$ cat config.mk
export PLATFORM = sky130hd
export DESIGN_NAME = rvm_pcu_ctrl_flat
export DESIGN_NICKNAME = d
export VERILOG_FILES = /design/src/rtl/rvm_pcu_ctrl_if.sv /design/src/rtl/rvm_pcu_ctrl.sv /design/src/flat_wrapper.sv
export SDC_FILE = /design/constraint.sdc
export NUM_CORES = 1
export LEC_CHECK = 0
export CORE_MARGIN = 8
export CORE_UTILIZATION = 46
export DETAILED_ROUTE_END_ITERATION = 16
export HOLD_SLACK_MARGIN = 0.05
export PLACE_DENSITY = 0.82
export SLEW_MARGIN = 10
export SYNTH_ARGS = -nofsm -noshare
export SYNTH_HDL_FRONTEND = slang
export SYNTH_SLANG_ARGS = --single-unit
$ cat constraint.sdc
create_clock -name clk -period 2.4 [get_ports clk]
set_input_delay 0.24 -clock clk [delete_from_list [all_inputs] [get_ports clk]]
set_output_delay 0.24 -clock clk [all_outputs]
set_load 0.01 [all_outputs]
$ cat src/rtl/rvm_pcu_ctrl_if.sv
// Fetch-port bundle between the PC unit and instruction fetch.
// The master side presents the address; the slave side accepts it with fetch_ready.
interface rvm_pcu_ctrl_if #(
  parameter int XLEN = 32
);
  logic            fetch_valid;
  logic            fetch_ready;
  logic [XLEN-1:0] pc;

  modport master (output fetch_valid, output pc, input fetch_ready);
  modport slave  (input fetch_valid, input pc, output fetch_ready);
endinterface

$ cat src/rtl/rvm_pcu_ctrl.sv
// Program counter unit: fetch handshake, prioritised next-PC selection
// (trap > mret > redirect > sequential), trap vector and exception PC registers.
module rvm_pcu_ctrl #(
  parameter int unsigned     XLEN       = 32,
  parameter logic [XLEN-1:0] PC_RESET   = '0,
  parameter logic [XLEN-1:0] TVEC_RESET = XLEN'(32'h0000_0100),
  parameter int unsigned     IALIGN     = 4,
  parameter int unsigned     CAUSE_W    = 5
) (
  input  logic                clk,
  input  logic                reset,
  rvm_pcu_ctrl_if.master      fetch,
  input  logic                redirect_valid,
  input  logic [XLEN-1:0]     redirect_target,
  input  logic                trap_valid,
  input  logic                trap_irq,
  input  logic [CAUSE_W-1:0]  trap_cause,
  input  logic [XLEN-1:0]     trap_pc,
  input  logic                mret_valid,
  input  logic                halt_req,
  output logic                halted,
  input  logic                tvec_w_en,
  input  logic                epc_w_en,
  input  logic [XLEN-1:0]     csr_wdata,
  output logic [XLEN-1:0]     tvec,
  output logic [XLEN-1:0]     epc,
  output logic                misaligned
);

  localparam logic [XLEN-1:0] ALIGN_MASK = XLEN'(IALIGN - 1);

  typedef enum logic [1:0] {ST_BOOT, ST_FETCH, ST_HALT} state_e;

  state_e          state_q, state_d;
  logic [XLEN-1:0] pc_q, pc_d;
  logic [XLEN-1:0] tvec_q, tvec_d;
  logic [XLEN-1:0] epc_q, epc_d;
  logic            misaligned_q, misaligned_d;
  logic            fetch_valid_q, halted_q;

  logic [XLEN-1:0] trap_base, trap_target;
  logic            take_mret, take_redirect, redirect_bad, redirect_ok, flow_event;

  // Vectored mode (tvec[0]) only applies to interrupts; the sum wraps naturally.
  always_comb begin
    trap_base   = {tvec_q[XLEN-1:2], 2'b00};
    trap_target = trap_base;
    if (tvec_q[0] && trap_irq) begin
      trap_target = trap_base + (XLEN'(trap_cause) << 2);
    end
  end

  always_comb begin
    take_mret     = !trap_valid && mret_valid;
    take_redirect = !trap_valid && !mret_valid && redirect_valid;
    redirect_bad  = take_redirect && ((redirect_target & ALIGN_MASK) != '0);
    redirect_ok   = take_redirect && !redirect_bad;
    flow_event    = trap_valid || take_mret || redirect_ok;

    pc_d         = pc_q;
    tvec_d       = tvec_q;
    epc_d        = epc_q;
    misaligned_d = redirect_bad;
    state_d      = state_q;

    if (trap_valid) begin
      pc_d = trap_target;
    end else if (take_mret) begin
      pc_d = epc_q;
    end else if (redirect_ok) begin
      pc_d = redirect_target;
    end else if (!take_redirect && state_q == ST_FETCH && fetch.fetch_ready) begin
      pc_d = pc_q + XLEN'(4);
    end

    if (trap_valid) begin
      epc_d = trap_pc & ~ALIGN_MASK;
    end else if (epc_w_en) begin
      epc_d = csr_wdata & ~ALIGN_MASK;
    end

    if (tvec_w_en) begin
      tvec_d = csr_wdata & ~XLEN'(2);
    end

    // Halting needs a completed handshake so a pending request is never dropped.
    case (state_q)
      ST_BOOT:  state_d = ST_FETCH;
      ST_FETCH: begin
        if (!trap_valid && !mret_valid && !redirect_valid && halt_req && fetch.fetch_ready) begin
          state_d = ST_HALT;
        end
      end
      ST_HALT: begin
        if (flow_event) begin
          state_d = ST_FETCH;
        end else if (!redirect_bad && !halt_req) begin
          state_d = ST_FETCH;
        end
      end
      default:  state_d = ST_BOOT;
    endcase
  end

  always_ff @(posedge clk) begin
    if (reset) begin
      state_q       <= ST_BOOT;
      pc_q          <= PC_RESET;
      tvec_q        <= TVEC_RESET;
      epc_q         <= '0;
      misaligned_q  <= 1'b0;
      fetch_valid_q <= 1'b0;
      halted_q      <= 1'b0;
    end else begin
      state_q       <= state_d;
      pc_q          <= pc_d;
      tvec_q        <= tvec_d;
      epc_q         <= epc_d;
      misaligned_q  <= misaligned_d;
      fetch_valid_q <= (state_d == ST_FETCH);
      halted_q      <= (state_d == ST_HALT);
    end
  end

  assign fetch.fetch_valid = fetch_valid_q;
  assign fetch.pc          = pc_q;
  assign halted            = halted_q;
  assign tvec              = tvec_q;
  assign epc               = epc_q;
  assign misaligned        = misaligned_q;

endmodule
$ cat src/flat_wrapper.sv
// flat-port wrapper written by rule: the top's interface ports become plain ports
module rvm_pcu_ctrl_flat 
#(
  parameter int unsigned     XLEN       = 32,
  parameter logic [XLEN-1:0] PC_RESET   = '0,
  parameter logic [XLEN-1:0] TVEC_RESET = XLEN'(32'h0000_0100),
  parameter int unsigned     IALIGN     = 4,
  parameter int unsigned     CAUSE_W    = 5
)
  (clk, reset, redirect_valid, redirect_target, trap_valid, trap_irq, trap_cause, trap_pc, mret_valid, halt_req, halted, tvec_w_en, epc_w_en, csr_wdata, tvec, epc, misaligned, fetch_fetch_valid, fetch_pc, fetch_fetch_ready);
  rvm_pcu_ctrl_if #(.XLEN(XLEN)) fetch_i ();
  input  logic clk;
  input  logic reset;
  input  logic redirect_valid;
  input  logic [XLEN-1:0] redirect_target;
  input  logic trap_valid;
  input  logic trap_irq;
  input  logic [CAUSE_W-1:0] trap_cause;
  input  logic [XLEN-1:0] trap_pc;
  input  logic mret_valid;
  input  logic halt_req;
  output logic halted;
  input  logic tvec_w_en;
  input  logic epc_w_en;
  input  logic [XLEN-1:0] csr_wdata;
  output logic [XLEN-1:0] tvec;
  output logic [XLEN-1:0] epc;
  output logic misaligned;
  output wire logic [$bits(fetch_i.fetch_valid)-1:0] fetch_fetch_valid;
  output wire logic [$bits(fetch_i.pc)-1:0] fetch_pc;
  input wire logic [$bits(fetch_i.fetch_ready)-1:0] fetch_fetch_ready;
  assign fetch_fetch_valid = fetch_i.fetch_valid;
  assign fetch_pc = fetch_i.pc;
  assign fetch_i.fetch_ready = fetch_fetch_ready;
  rvm_pcu_ctrl #(.XLEN(XLEN), .PC_RESET(PC_RESET), .TVEC_RESET(TVEC_RESET), .IALIGN(IALIGN), .CAUSE_W(CAUSE_W)) u_core (.clk(clk), .reset(reset), .fetch(fetch_i), .redirect_valid(redirect_valid), .redirect_target(redirect_target), .trap_valid(trap_valid), .trap_irq(trap_irq), .trap_cause(trap_cause), .trap_pc(trap_pc), .mret_valid(mret_valid), .halt_req(halt_req), .halted(halted), .tvec_w_en(tvec_w_en), .epc_w_en(epc_w_en), .csr_wdata(csr_wdata), .tvec(tvec), .epc(epc), .misaligned(misaligned));
endmodule
==> results of run 1 <==
## per-layer routing
metal	GRT usage	up-vias
met5	0	-
met4	0.0968	0
met3	0.0641	39
met2	0.437	380
met1	0.351	3109
li1	-	3081
## path summary, 6_finish.rpt
path | startpoint | to | slack (ps) | depth (start not counted)
setup / recovery | trap_cause[1] | u_core.fetch.pc[19] | 130 | 8
hold / removal | trap_valid | u_core.fetch.pc[29] | 290 | 2
hold reg to reg | u_core.fetch.pc[1] | u_core.fetch.pc[1] | 490 | 1
setup reg to reg | u_core.tvec[3] | u_core.fetch.pc[19] | 150 | 7
## area by class of cell
cell class	count	area [µm²]
fillers	1049	3790
multi-input cells	561	3660
repair buffers	262	2520
flip-flops and latches	98	1960
clock buffers	12	256
well taps	172	215
clock inverters	4	73.8
inverters	9	33.8
## stage by stage
stage / area [µm²] / setup TNS (ps) / hold WS (ps) / instances / setup WS, ps
2_1_floorplan: 5860 / 0 / 370 / 721 / 162
3_3_place_gp: 8380 / -1380 / 466 / 1102 / -187
3_5_place_dp: 8380 / -1990 / 481 / 1102 / -212
4_1_cts: 8710 / 0 / 261 / 1118 / 113
5_1_grt: 8720 / 0 / 293 / 1118 / 28.4
6_report: 8720 / 0 / 285 / 1118 / 135
## report_power, final
part           switching [W]  total, W  internal, W  leakage [nW]
clock network       0.000652   0.00162     0.000972         0.163
registers           0.000140   0.00187      0.00173         0.809
logic               0.000508   0.00109     0.000580          2.46
total                0.00130   0.00458      0.00328          3.44
## worst max-delay path: cells and delay by family
family / cells / cell delay, ps
buffers and inverters: 1 / 470
and+or+nand+nor: 2 / 700
AOI/OAI and AO/OA: 4 / 820
adders and majority gates: 1 / 310
## sequential cells by signal (all words and copies together) (netlist names)
name / count
u_core.fetch.pc: 32
u_core.tvec: 31
u_core.epc: 30
u_core.state_q: 2
u_core.fetch.fetch_valid: 1
u_core.halted: 1
u_core.misaligned: 1
## cell usage in the layout (no fill, tap or decap), drive strengths merged, types with 4 or more instances in the layout
master / count
or4: 4
clkdlybuf4s50: 199
xor2: 10
and4: 5
o211ai: 7
nor3: 17
buf: 63
a2111oi: 7
mux2i: 64
nor4: 8
and3: 10
a211oi: 14
o22ai: 4
a221oi: 9
or3: 4
inv: 9
nor2b: 7
a21o: 5
xnor2: 27
a31oi: 10
a21oi: 56
nor2: 127
ha: 6
o2111ai: 4
clkbuf: 12
nand2: 40
nand3: 22
and2: 5
o21ai: 24
nand4: 21
dfxtp: 98
a222oi: 7
## cell families (layout without fill, tap and decap cells)
logic type / after synthesis / in the layout
muxes: 67 / 67
other: 1 / 3
adders and majority gates: 7 / 7
DFF: 98 / 98
xor gates and xnor gates: 37 / 37
AOI/OAI and AO/OA: 167 / 167
buffers and inverters: 62 / 287
and+or+nand+nor: 280 / 280
## timing repair
action / in CTS / in global routing
gates resized for setup: 0 / 3
buffers inserted: 0 / 0
setup endpoints to repair: 0 / 9
hold buffers: 0 / 0
==> results.json, run 1 <==
{
  "drt-total-wl_mm": 23.0,
  "critical_path_arrival_ps": 2540,
  "dieArea_um2": 16600,
  "cpMaxStageDelayCell": "clkdlybuf4s50_1",
  "grt_max_degree": 96,
  "core-area_um2": 12500,
  "synth.mux.area_fraction": 0.115,
  "synth_top_family_by_area": "simple AND/OR/NAND/NOR gates",
  "dp_hpwl_mm": 17.4,
  "die_width_um": 129,
  "rsz0062_at_grt": "false",
  "clk_pin_slew_ps": 70,
  "cpMostUsedCell": "a21o_1",
  "drtIter0Drc": 940,
  "startpoint_type": "input pin",
  "boundaryPins": 210,
  "power.total_w": 0.00458,
  "antenna_left": 0,
  "cts_buffers": 9,
  "wl_met1_mm": 9.48,
  "num_vias": 6609,
  "synth_most_common_cell": "nor2_1",
  "final_nets": 1059,
  "grt_pass1_wl_mm": 35.4,
  "wl_met3_mm": 2.31,
  "utilization": 0.697,
  "dr.pass1.iters": 6,
  "fmax_ghz": 0.441,
  "cts_tree": "done",
  "finalCritPeriodShare": 0.944,
  "synth-edff-count": 0,
  "powerDensity_nw_per_um2": 525,
  "hp-class": "input pin to flip-flop",
  "syn-cell-area_um2": 5850,
  "clk_latency_ps": 350,
  "highest_layer": "met4",
  "portBuffers": 203,
  "synthFlopType": "dfxtp_1",
  "required_ps": 2670,
  "finalSetupViolations": 0,
  "synth_top_area_frac": 0.335,
  "synthCells": 719,
  "htree_levels": 3,
  "rows": 41,
  "grt_antenna_before_repair": 0,
  "slew_headroom": 0.593,
  "synthSimpleGateAreaFrac": 0.243,
  "clock_sinks": 98,
  "die_y_um": 129,
  "synth_area_leaders": "dfxtp_1 34%, mux2i_1 11%, nor2_1 8.1%",
  "max_cap_viol_count": 0,
  "yosysTopAreaCell": "dfxtp_1",
  "slew_violations": 0,
  "cp-end-kind": "flip-flop",
  "crit_fanout": 5,
  "clock-root-buffer": "clkbuf_16",
  "drive_above_1_share": 0.101,
  "cpPeakStageDelay_ps": 470,
  "hold_viol": 0,
  "wl_met2_mm": 10.6,
  "status": "finished clean",
  "via_per_inst": 5.91,
  "synth_compound_area_frac": 0.192,
  "synth-adder-area-share": 0.0163,
  "synth-seq-cells": 98,
  "synth_xor_area_frac": 0.0554,
  "place_congestion": 0.908,
  "avgSynthCellArea_um2": 8.14,
  "start_util": 0.467,
  "ys_seq_area_frac": 0.335,
  "antennaDiodeCount": 0,
  "drc": 0,
  "ir_drop_mv": 0.383,
  "first_global_vias": 6337,
  "path_class": "input pin to flip-flop",
  "grt_usage": 0.273,
  "area_growth_pct": 49.1,
  "synthTopCellsByCount": "127 x nor2_1, 98 x dfxtp_1, 64 x mux2i_1",
  "ys_async_sr_fraction": 0,
  "post_drt_wl_per_cell_um": 20.5,
  "worst_pin_slew_ps": 596,
  "cellLeakagePower_nw": 3.44,
  "fin_skew_ps": 12.1,
  "clock_path_buffers": 2,
  "yosysWarnings": 0,
  "min_period_ps": 2270,
  "gr-total-overflow": 0,
  "worstPathCellList": "clkdlybuf4s50_1 > ha_1 > a21o_1 > and4_1 > o211ai_1 > or3_1 > a21o_1 > a311oi_2",
  "ys_types": 67
}
(Power assumes the default switching activity.)
==> inputs of run 2 (changes only) <==
==> constraint.sdc (replaced) <==
create_clock -name clk -period 2.4 [get_ports clk]
set_input_delay 0.72 -clock clk [delete_from_list [all_inputs] [get_ports clk]]
set_output_delay 0.72 -clock clk [all_outputs]
set_load 0.01 [all_outputs]
==> results.json, run 2 (synthesis gave the netlist of run 1 again) <==
{
  "cellLeakagePower_nw": 3.60,
  "drt-total-wl_mm": 24.0,
  "fin_skew_ps": 7.97,
  "core-area_um2": 12500,
  "slew_violations": 0,
  "crit_buf_inv": 2,
  "hold_depth": 1,
  "rsz0062_at_grt": "true",
  "final_nets": 1085,
  "clk_latency_ps": 350,
  "worstPathCellList": "clkdlybuf4s15_2 > ha_4 > a21o_1 > nand4_1 > buf_4 > a211oi_1 > xnor2_1 > a2111oi_1",
  "slew_headroom": 0.601,
  "post_drt_wl_per_cell_um": 20.9,
  "path_class": "input pin to flip-flop",
  "finalSetupViolations": 1,
  "startpoint_type": "input pin",
  "clock_sinks": 98,
  "gr-total-overflow": 0,
  "power.total_w": 0.00455,
  "cts_buffers": 9,
  "r2r-start": "u_core.tvec[3]",
  "holdWs_ps": 481,
  "clock_path_buffers": 2,
  "via_per_inst": 6.00,
  "violations": "setup timing",
  "hp-class": "flip-flop to flip-flop",
  "ctsHoldBuffers": 0,
  "min_period_ps": 2520,
  "clk_pin_slew_ps": 70,
  "drive_above_1_share": 0.156,
  "drtIter0Drc": 913,
  "place_congestion": 0.919,
  "cpPeakStageDelay_ps": 520,
  "cpMaxStageDelayCell": "a2111oi_1",
  "crit_fanout": 3,
  "status": "complete, but fails checks",
  "dr.pass1.iters": 6,
  "dieArea_um2": 16600,
  "hp-start": "u_core.fetch.pc[1]",
  "htree_levels": 3,
  "drc": 0,
  "final_cell_mix": "190 x clkdlybuf4s50_1, 125 x nor2_1, 98 x dfxtp_1",
  "hold_viol": 0,
  "grt_antenna_before_repair": 2,
  "p_sw_w": 0.00134,
  "clockPowerShare": 0.333,
  "combPwrFrac": 0.255,
  "grt_usage": 0.276,
  "powerDensity_nw_per_um2": 502,
  "ir_drop_mv": 0.351,
  "grt_pass1_wl_mm": 36.1,
  "required_ps": 2600,
  "swShare": 0.294,
  "clock-root-buffer": "clkbuf_16",
  "dp_hpwl_mm": 17.8,
  "layout_commonest_cell": "clkdlybuf4s50_1",
  "r2r_cells": 7,
  "first_global_vias": 6602,
  "cpLargestDelayFamily": "compound AO/OA/AOI/OAI gates",
  "start_util": 0.467,
  "antenna_left": 0,
  "die_y_um": 129,
  "die_width_um": 129,
  "place_area_um2": 8540,
  "reg2reg_slack_ps": 60,
  "worst_pin_slew_ps": 584,
  "largest_reg_flops": 32,
  "fmax_ghz": 0.396,
  "r2r-end": "u_core.fetch.pc[11]",
  "boundaryPins": 210,
  "max_cap_viol_count": 0,
  "layout_setup_ws_ps": -123,
  "num_vias": 6873,
  "cp-end-kind": "flip-flop",
  "rows": 41,
  "p_int_w": 0.00321,
  "p_seq_frac": 0.412,
  "area_growth_pct": 54.9,
  "stdcell_area_um2": 9060,
  "worstHoldEndpoint": "u_core.fetch.pc[1]",
  "critical_path_arrival_ps": 2720,
  "finalCritPeriodShare": 1.05,
  "placement.setup.worst_slack_ps": -667,
  "portBuffers": 203,
  "grt_max_degree": 52,
  "cts_tree": "done"
}
[run 2: area by class of cell]
| type | count | area (µm²) |
|---|---|---|
| Multi-Input combinational cell | 561 | 3840 |
| Fill cell | 938 | 3460 |
| Timing Repair Buffer | 288 | 2700 |
| Sequential cell | 98 | 1960 |
| Clock buffer | 11 | 253 |
| Tap cell | 172 | 215 |
| Clock inverter | 5 | 52.6 |
| Inverter | 9 | 33.8 |
| Antenna cell | 2 | 5.00 |
[run 2: stage by stage]
stage | setup TNS [ps] | cells | utilization
after floorplan | -26.8 | 721 | -
after global placement | -12940 | 1124 | 0.682
after detailed placement | -14340 | 1124 | 0.682
after CTS | 0 | 1141 | 0.712
after global routing | -327 | 1146 | 0.724
final | -123 | 1146 | 0.724
[run 2: per-layer routing]
metal,track usage,wire [µm],up-vias
met5,0,0,-
met4,0.110,976,0
met3,0.0575,2260,74
met2,0.430,10900,427
met1,0.364,9910,3232
li1,-,-,3140
[run 2: worst max-delay path by stage]
stage | startpoint | end | depth (start not counted)
finish | trap_cause[1] | u_core.fetch.pc[11] | 8
global route | trap_cause[1] | u_core.fetch.pc[11] | 8
CTS | redirect_valid | u_core.fetch.pc[31] | 7
detailed placement | trap_cause[0] | u_core.fetch.pc[16] | 11
global placement | trap_cause[0] | u_core.fetch.pc[16] | 11
floorplan | trap_cause[0] | u_core.fetch.pc[24] | 9
[run 2: power by group through the flow]
stage | logic, W | registers, W | clock network [W]
2_1_floorplan | 0.000432 | 0.00192 | 0
3_3_place_gp | 0.00108 | 0.00190 | 0
3_5_place_dp | 0.00109 | 0.00190 | 0
4_1_cts | 0.00112 | 0.00186 | 0.00152
5_1_grt | 0.00124 | 0.00189 | 0.00158
6_report | 0.00116 | 0.00187 | 0.00152
[run 2: worst register-to-register path: cells and delay by family (launching register included)]
| kind | cells | cell delay, ps |
|---|---|---|
| AOI/OAI and AO/OA | 3 | 970 |
| DFF | 1 | 390 |
| and+or+nand+nor | 1 | 180 |
| adders and majority gates | 1 | 290 |
| xor gates and xnor gates | 1 | 150 |
| buffers and inverters | 1 | 200 |
[run 2: timing repair]
item                       4_1_cts  5_1_grt
hold endpoints to repair         0        0
gates cloned                     1        0
setup buffers                    1        3
setup endpoints to repair       23       21
gates resized for setup         29       23
pin swaps                       11       15
